`src/rtl/hs_pkg.sv`:
```
// hs_pkg: shared event codes, expected-actuator decode and default scan length
package hs_pkg;
  localparam logic [2:0] CODE_IDLE   = 3'd0;
  localparam logic [2:0] CODE_FDOOR  = 3'd1;
  localparam logic [2:0] CODE_RDOOR  = 3'd2;
  localparam logic [2:0] CODE_FIRE   = 3'd3;
  localparam logic [2:0] CODE_WINDOW = 3'd4;
  localparam logic [2:0] CODE_HEAT   = 3'd5;
  localparam logic [2:0] CODE_COOL   = 3'd6;
  localparam logic [2:0] CODE_ILL    = 3'd7;
  localparam int SCAN_LEN_DEF = 13;
  function automatic logic [5:0] exp_act(input logic [2:0] code);
    return (code == CODE_IDLE || code == CODE_ILL) ? 6'b000000 : 6'b100000 >> (code - 3'd1);
  endfunction
endpackage

```
`src/rtl/hs_event_fifo.sv`:
```
// hs_event_fifo: synchronous FIFO, push ignored when full unless popping in the same cycle
//   Clk, Rst_n (async active-low) | push/din write side | pop/dout read side (dout=0 when empty)
//   full, empty status
module hs_event_fifo #(
  parameter int WIDTH = 7,
  parameter int DEPTH = 8
) (
  input  logic             Clk,
  input  logic             Rst_n,
  input  logic             push,
  input  logic [WIDTH-1:0] din,
  input  logic             pop,
  output logic [WIDTH-1:0] dout,
  output logic             full,
  output logic             empty
);
  localparam int AW = $clog2(DEPTH);
  localparam int CW = AW + 1;
  logic [WIDTH-1:0] mem [DEPTH];
  logic [AW-1:0] wr_ptr, rd_ptr;
  logic [CW-1:0] count;
  logic do_push, do_pop;
  assign do_pop  = pop && !empty;
  assign do_push = push && (!full || do_pop);
  assign full    = count == CW'(DEPTH);
  assign empty   = count == '0;
  assign dout    = empty ? '0 : mem[rd_ptr];
  always_ff @(posedge Clk)
    if (do_push) mem[wr_ptr] <= din;
  always_ff @(posedge Clk or negedge Rst_n)
    if (!Rst_n) begin
      wr_ptr <= '0;
      rd_ptr <= '0;
      count  <= '0;
    end else begin
      if (do_push) wr_ptr <= wr_ptr + AW'(1);
      if (do_pop) rd_ptr <= rd_ptr + AW'(1);
      count <= count + CW'(do_push) - CW'(do_pop);
    end
endmodule

```
`src/rtl/hs_event_logger.sv`:
```
// hs_event_logger: checks controller {act,display} stream, keeps saturating counters, queues code-change events
//   Clk, Rst_n (async active-low) | display/act sampled each posedge | clr sync clear
//   sel -> cnt_out (registered counter readback) | ev_valid/ev_ready/ev_code/ev_slot event stream
//   proto_err, overflow sticky flags
module hs_event_logger
  import hs_pkg::*;
#(
  parameter int CNT_W      = 8,
  parameter int FIFO_DEPTH = 8,
  parameter int SCAN_LEN   = SCAN_LEN_DEF
) (
  input  logic             Clk,
  input  logic             Rst_n,
  input  logic [2:0]       display,
  input  logic [5:0]       act,
  input  logic             clr,
  input  logic [2:0]       sel,
  output logic [CNT_W-1:0] cnt_out,
  output logic             ev_valid,
  input  logic             ev_ready,
  output logic [2:0]       ev_code,
  output logic [3:0]       ev_slot,
  output logic             proto_err,
  output logic             overflow
);
  logic [CNT_W-1:0] cnt [8];
  logic [2:0] prev_code, idx;
  logic [3:0] slot;
  logic [6:0] head;
  logic match, push, pop, inc, full, empty;
  // entry 0 is the error count; entry 7 is never incremented so sel=7 reads 0
  always_comb begin
    match = display != CODE_ILL && act == exp_act(display);
    push  = match && display != CODE_IDLE && display != prev_code;
    pop   = ev_valid && ev_ready;
    idx   = match ? display : CODE_IDLE;
    inc   = !match || display != CODE_IDLE;
  end
  hs_event_fifo #(.WIDTH(7), .DEPTH(FIFO_DEPTH)) u_fifo (
    .Clk   (Clk),
    .Rst_n (Rst_n),
    .push  (push),
    .din   ({slot, display}),
    .pop   (pop),
    .dout  (head),
    .full  (full),
    .empty (empty)
  );
  assign ev_valid = !empty;
  assign ev_code  = head[2:0];
  assign ev_slot  = head[6:3];
  always_ff @(posedge Clk or negedge Rst_n)
    if (!Rst_n) begin
      for (int i = 0; i < 8; i++) cnt[i] <= '0;
      prev_code <= '0;
      slot      <= '0;
      cnt_out   <= '0;
      proto_err <= 1'b0;
      overflow  <= 1'b0;
    end else begin
      slot    <= slot == 4'(SCAN_LEN - 1) ? '0 : slot + 4'd1;
      cnt_out <= cnt[sel];
      if (clr) begin
        for (int i = 0; i < 8; i++) cnt[i] <= '0;
        prev_code <= '0;
        proto_err <= 1'b0;
        overflow  <= 1'b0;
      end else begin
        prev_code <= display;
        if (inc && cnt[idx] != '1) cnt[idx] <= cnt[idx] + CNT_W'(1);
        if (!match) proto_err <= 1'b1;
        if (push && full && !pop) overflow <= 1'b1;
      end
    end
endmodule
```
`config.mk`:
```
export PLATFORM = sky130hd
export DESIGN_NAME = hs_event_logger
export DESIGN_NICKNAME = d
export VERILOG_FILES = /design/src/rtl/hs_pkg.sv /design/src/rtl/hs_event_fifo.sv /design/src/rtl/hs_event_logger.sv
export SDC_FILE = /design/constraint.sdc
export NUM_CORES = 1
export LEC_CHECK = 0
export CAP_MARGIN = 20
export CORE_UTILIZATION = 55
export DETAILED_ROUTE_END_ITERATION = 8
export GPL_TIMING_DRIVEN = 0
export PLACE_DENSITY_LB_ADDON = 0.12
export SLEW_MARGIN = 20
export SYNTH_ARGS = -nofsm -noshare
export SYNTH_HDL_FRONTEND = slang
export SYNTH_SLANG_ARGS = --single-unit
```
`constraint.sdc`:
```
create_clock -name Clk -period 2.55 [get_ports Clk]
set_clock_uncertainty 0.1 [all_clocks]
set_input_delay 0.765 -clock Clk [delete_from_list [all_inputs] [get_ports Clk]]
set_output_delay 0.765 -clock Clk [all_outputs]
set_load 0.005 [all_outputs]
```
==> flow_summary.ini <==
[detailed_routing]
drc = 0
drt_iter0_markers = 1139
viasPerCell = 6.931
ant_nets = 0
wl_per_cell_microns = 27.71
dr.pass1.iters = 6
wl_microns = 27130
vias = 6785

[sta]
period_share_pct = 140.6
rsz0062_at_grt = true
period_minus_slack_ps = 3586
finalHoldViolations = 0
whs_ps = 147.6
setup_viol = 127
drv_slew = 0
setup_slack_ps = -1036
tightest_slew_ps = 1151
fmax_mhz = 278.9
maxSlewHeadroom_pct = 22.69

[cells_and_area]
drive_gt1_share_pct = 42.30
area_delta_synth_final_pct = 39.42
num_antenna_cells = 0
final_net_count = 814

[power_and_ir_drop]
clockPowerShare_pct = 37.5
powerDensity_mw_per_mm2 = 678.6
share_comb_of_total_power_pct = 26.0
p_int_mw = 5.257
finalPower_mw = 7.337
switchingPower_mw = 2.080
swShare_pct = 28.35
leakage_nw = 4.329
pwr-share-seq_pct = 36.5
max-vdd-ir-drop_mv = 0.7477

[worst_setup_path]
rr_endpoint = cnt[43]$_DFFE_PN0P_
arrival_ps = 3760
r2r_start = cnt[39]$_DFFE_PN0P_
rr_worst_depth = 10
crit_path_start_kind = input port
reg2reg_slack_ps = -370
setup.worst_path.start = display[1]
cp-endpoint = cnt[16]$_DFFE_PN0P_
required_ps = 2720
crit_type = in2reg
worstSetupEndpointType = flop
path_max_fanout = 9

[synth]
yosys-top-cells-area = dfrtp_1 29%, edfxtp_1 22%, mux4_2 8.7%
synth_ff_type = dfrtp_1
synth_area_leader_cell = dfrtp_1
synth_top_area_share_pct = 29.36
synth_area_sq_mm = 0.007755
synth-seq-cells = 147
yosysMostFrequentCell = dfrtp_1
synth_cells = 629
yosysUniqueCellTypes = 80
avgSynthCellArea_sq_um = 12.33
ys_warn_count = 0
synth-seq-area-share_pct = 51.05
synth-edff-count = 56
yosys-top-cells-count = 91 x dfrtp_1, 59 x nor2_1, 56 x edfxtp_1
synthesis.nets = 657
synthArstFlopShare_pct = 61.90

[global_routing]
grt_pass1_vias = 6425
grt_pass1_wl_microns = 38020
gr-total-overflow = 0
antenna_found_initial = 0
gr-usage-all-layers_pct = 36.23
grt_max_degree = 49

[clocking]
h-tree-depth = 4
clkLatencyLatePin_ps = 430
cts_buffer_depth = 2
cts_tree = yes
cts.sink_count = 147
cts_root_buf = clkbuf_16
cts_hold_buf = 0
numCtsBuffers = 17
clkTransAtPathRegs_ps = 60

[die]
core_sq_mm = 0.01383
num_rows = 43
pin_count = 34
die_y_microns = 120.7
start_util_pct = 56.09
fp.dieW_microns = 120.7
die_area_sq_mm = 0.01458

[placed_design]
dp_hpwl_microns = 14520
port_buffers = 27
place_ws_ps = -2445
gp_congestion = 1.025

[flow_run]
max-cap-violations = 0

[run_status]
status = finished, violations left
violations = negative setup slack

[worst_hold_path]
hold_path_class = in2async
==> cell families (layout without fill, tap and decap cells) <==
| kind of cell | Yosys count | after routing | share of synthesized area [%] |
|---|---|---|---|
| simple gates | 193 | 193 | 14.18 |
| flops | 147 | 147 | 51.05 |
| compound gates | 129 | 129 | 13.75 |
| mux | 71 | 71 | 14.17 |
| buf+inv | 67 | 237 | 3.695 |
| fa+ha+maj | 12 | 12 | 2.033 |
| xor+xnor | 10 | 10 | 1.129 |
==> flip-flops by register name, indices dropped and copies added, names as in the netlist <==
name and count:
u_fifo.wr_ptr 3, overflow 1, u_fifo.rd_ptr 3, u_fifo.count 4, slot 4, proto_err 1, prev_code 3, u_fifo.mem 56
cnt_out 8, cnt 64
==> layout by cell type (no fill, tap or decap), types with 8 or more instances in the layout <==
| cell | n |
|---|---|
| nor2_1 | 53 |
| buf_6 | 38 |
| nand3b_1 | 18 |
| clkbuf_1 | 11 |
| mux2i_1 | 30 |
| o21ai_0 | 12 |
| buf_12 | 19 |
| clkdlybuf4s50_1 | 11 |
| nand2_1 | 14 |
| o22ai_1 | 11 |
| mux2_2 | 9 |
| clkbuf_16 | 17 |
| inv_1 | 24 |
| ha_1 | 9 |
| mux4_2 | 30 |
| buf_4 | 65 |
| o21ai_1 | 8 |
| buf_2 | 11 |
| edfxtp_1 | 56 |
| dfrtp_1 | 89 |
| a221oi_2 | 8 |
| nand2b_1 | 8 |
| a21oi_1 | 13 |
| nor2b_1 | 11 |
| nand3_1 | 9 |
| o21ai_4 | 8 |
==> stage by stage <==
stage               util [%]  instance area, sq um  std cells  TNS (ps)
floorplan                  -                  8035        629    -93660
global placement       61.70                  8531        836   -526750
detailed placement     61.90                  8559        837   -274910
CTS                    75.71                 10470        956    -61700
global route           78.19                 10810        979    -97470
finish                 78.19                 10810        979    -91440
==> power by group through the flow <==
stage	sequential (mW)	clock [mW]	combinational, mW
2_1_floorplan	2.66	0	0.939
3_3_place_gp	2.68	0	1.37
3_5_place_dp	2.69	0	1.42
4_1_cts	2.67	2.74	1.78
5_1_grt	2.69	2.84	2.04
6_report	2.68	2.75	1.91
==> area by class of cell <==
| class | count | area, sq um |
|---|---|---|
| plain buffers | 36 | 299.0 |
| clock buffers | 18 | 429.2 |
| clock inverters | 14 | 211.5 |
| fillers | 766 | 3015 |
| inverters | 27 | 106.4 |
| multi-input cells | 415 | 4139 |
| flip-flops and latches | 147 | 3961 |
| well taps | 180 | 225.2 |
| repair buffers | 142 | 1440 |
==> worst max-delay path, cell delays in order <==
cell,delay (ps)
buf_12,80
buf_8,120
buf_4,140
nand4bb_4,130
or2_2,280
buf_2,230
nand3_2,240
nand3_1,150
a221oi_1,510
nand4_1,230
buf_8,230
o21ai_4,230
buf_12,160
mux2i_1,180
nor2_1,70
==> worst min-delay path by stage <==
stage,depth (start not counted),from,end,slack (ps)
6_report,1,Rst_n,u_fifo.rd_ptr[2]$_DFFE_PN0P_,150
5_1_grt,1,Rst_n,u_fifo.rd_ptr[2]$_DFFE_PN0P_,160
4_1_cts,1,Rst_n,u_fifo.rd_ptr[2]$_DFFE_PN0P_,160
3_5_place_dp,1,cnt[4]$_DFFE_PN0P_,cnt[4]$_DFFE_PN0P_,380
3_3_place_gp,1,cnt[3]$_DFFE_PN0P_,cnt[3]$_DFFE_PN0P_,380
2_1_floorplan,1,cnt[0]$_DFFE_PN0P_,cnt[0]$_DFFE_PN0P_,360
==> layer usage <==
metal  wire [microns]  share of wire [%]  vias to the layer above  GRT usage (%)
met3             3312                 12                      209          10.80
met2            11880                 44                      569          53.74
met5                0                  0                        -              0
li1                 -                  -                     2699              -
met1            10170                 37                     3308          49.31
met4             1760                6.5                        0          16.36
==> what timing repair did <==
item                                    4_1_cts  5_1_grt
pin swaps                                    63       34
endpoints found under the setup margin      129      129
gates resized for setup                     173       49
buffers inserted                             90       28
gates cloned                                  1        0
Power figures use the tool's default switching activity.
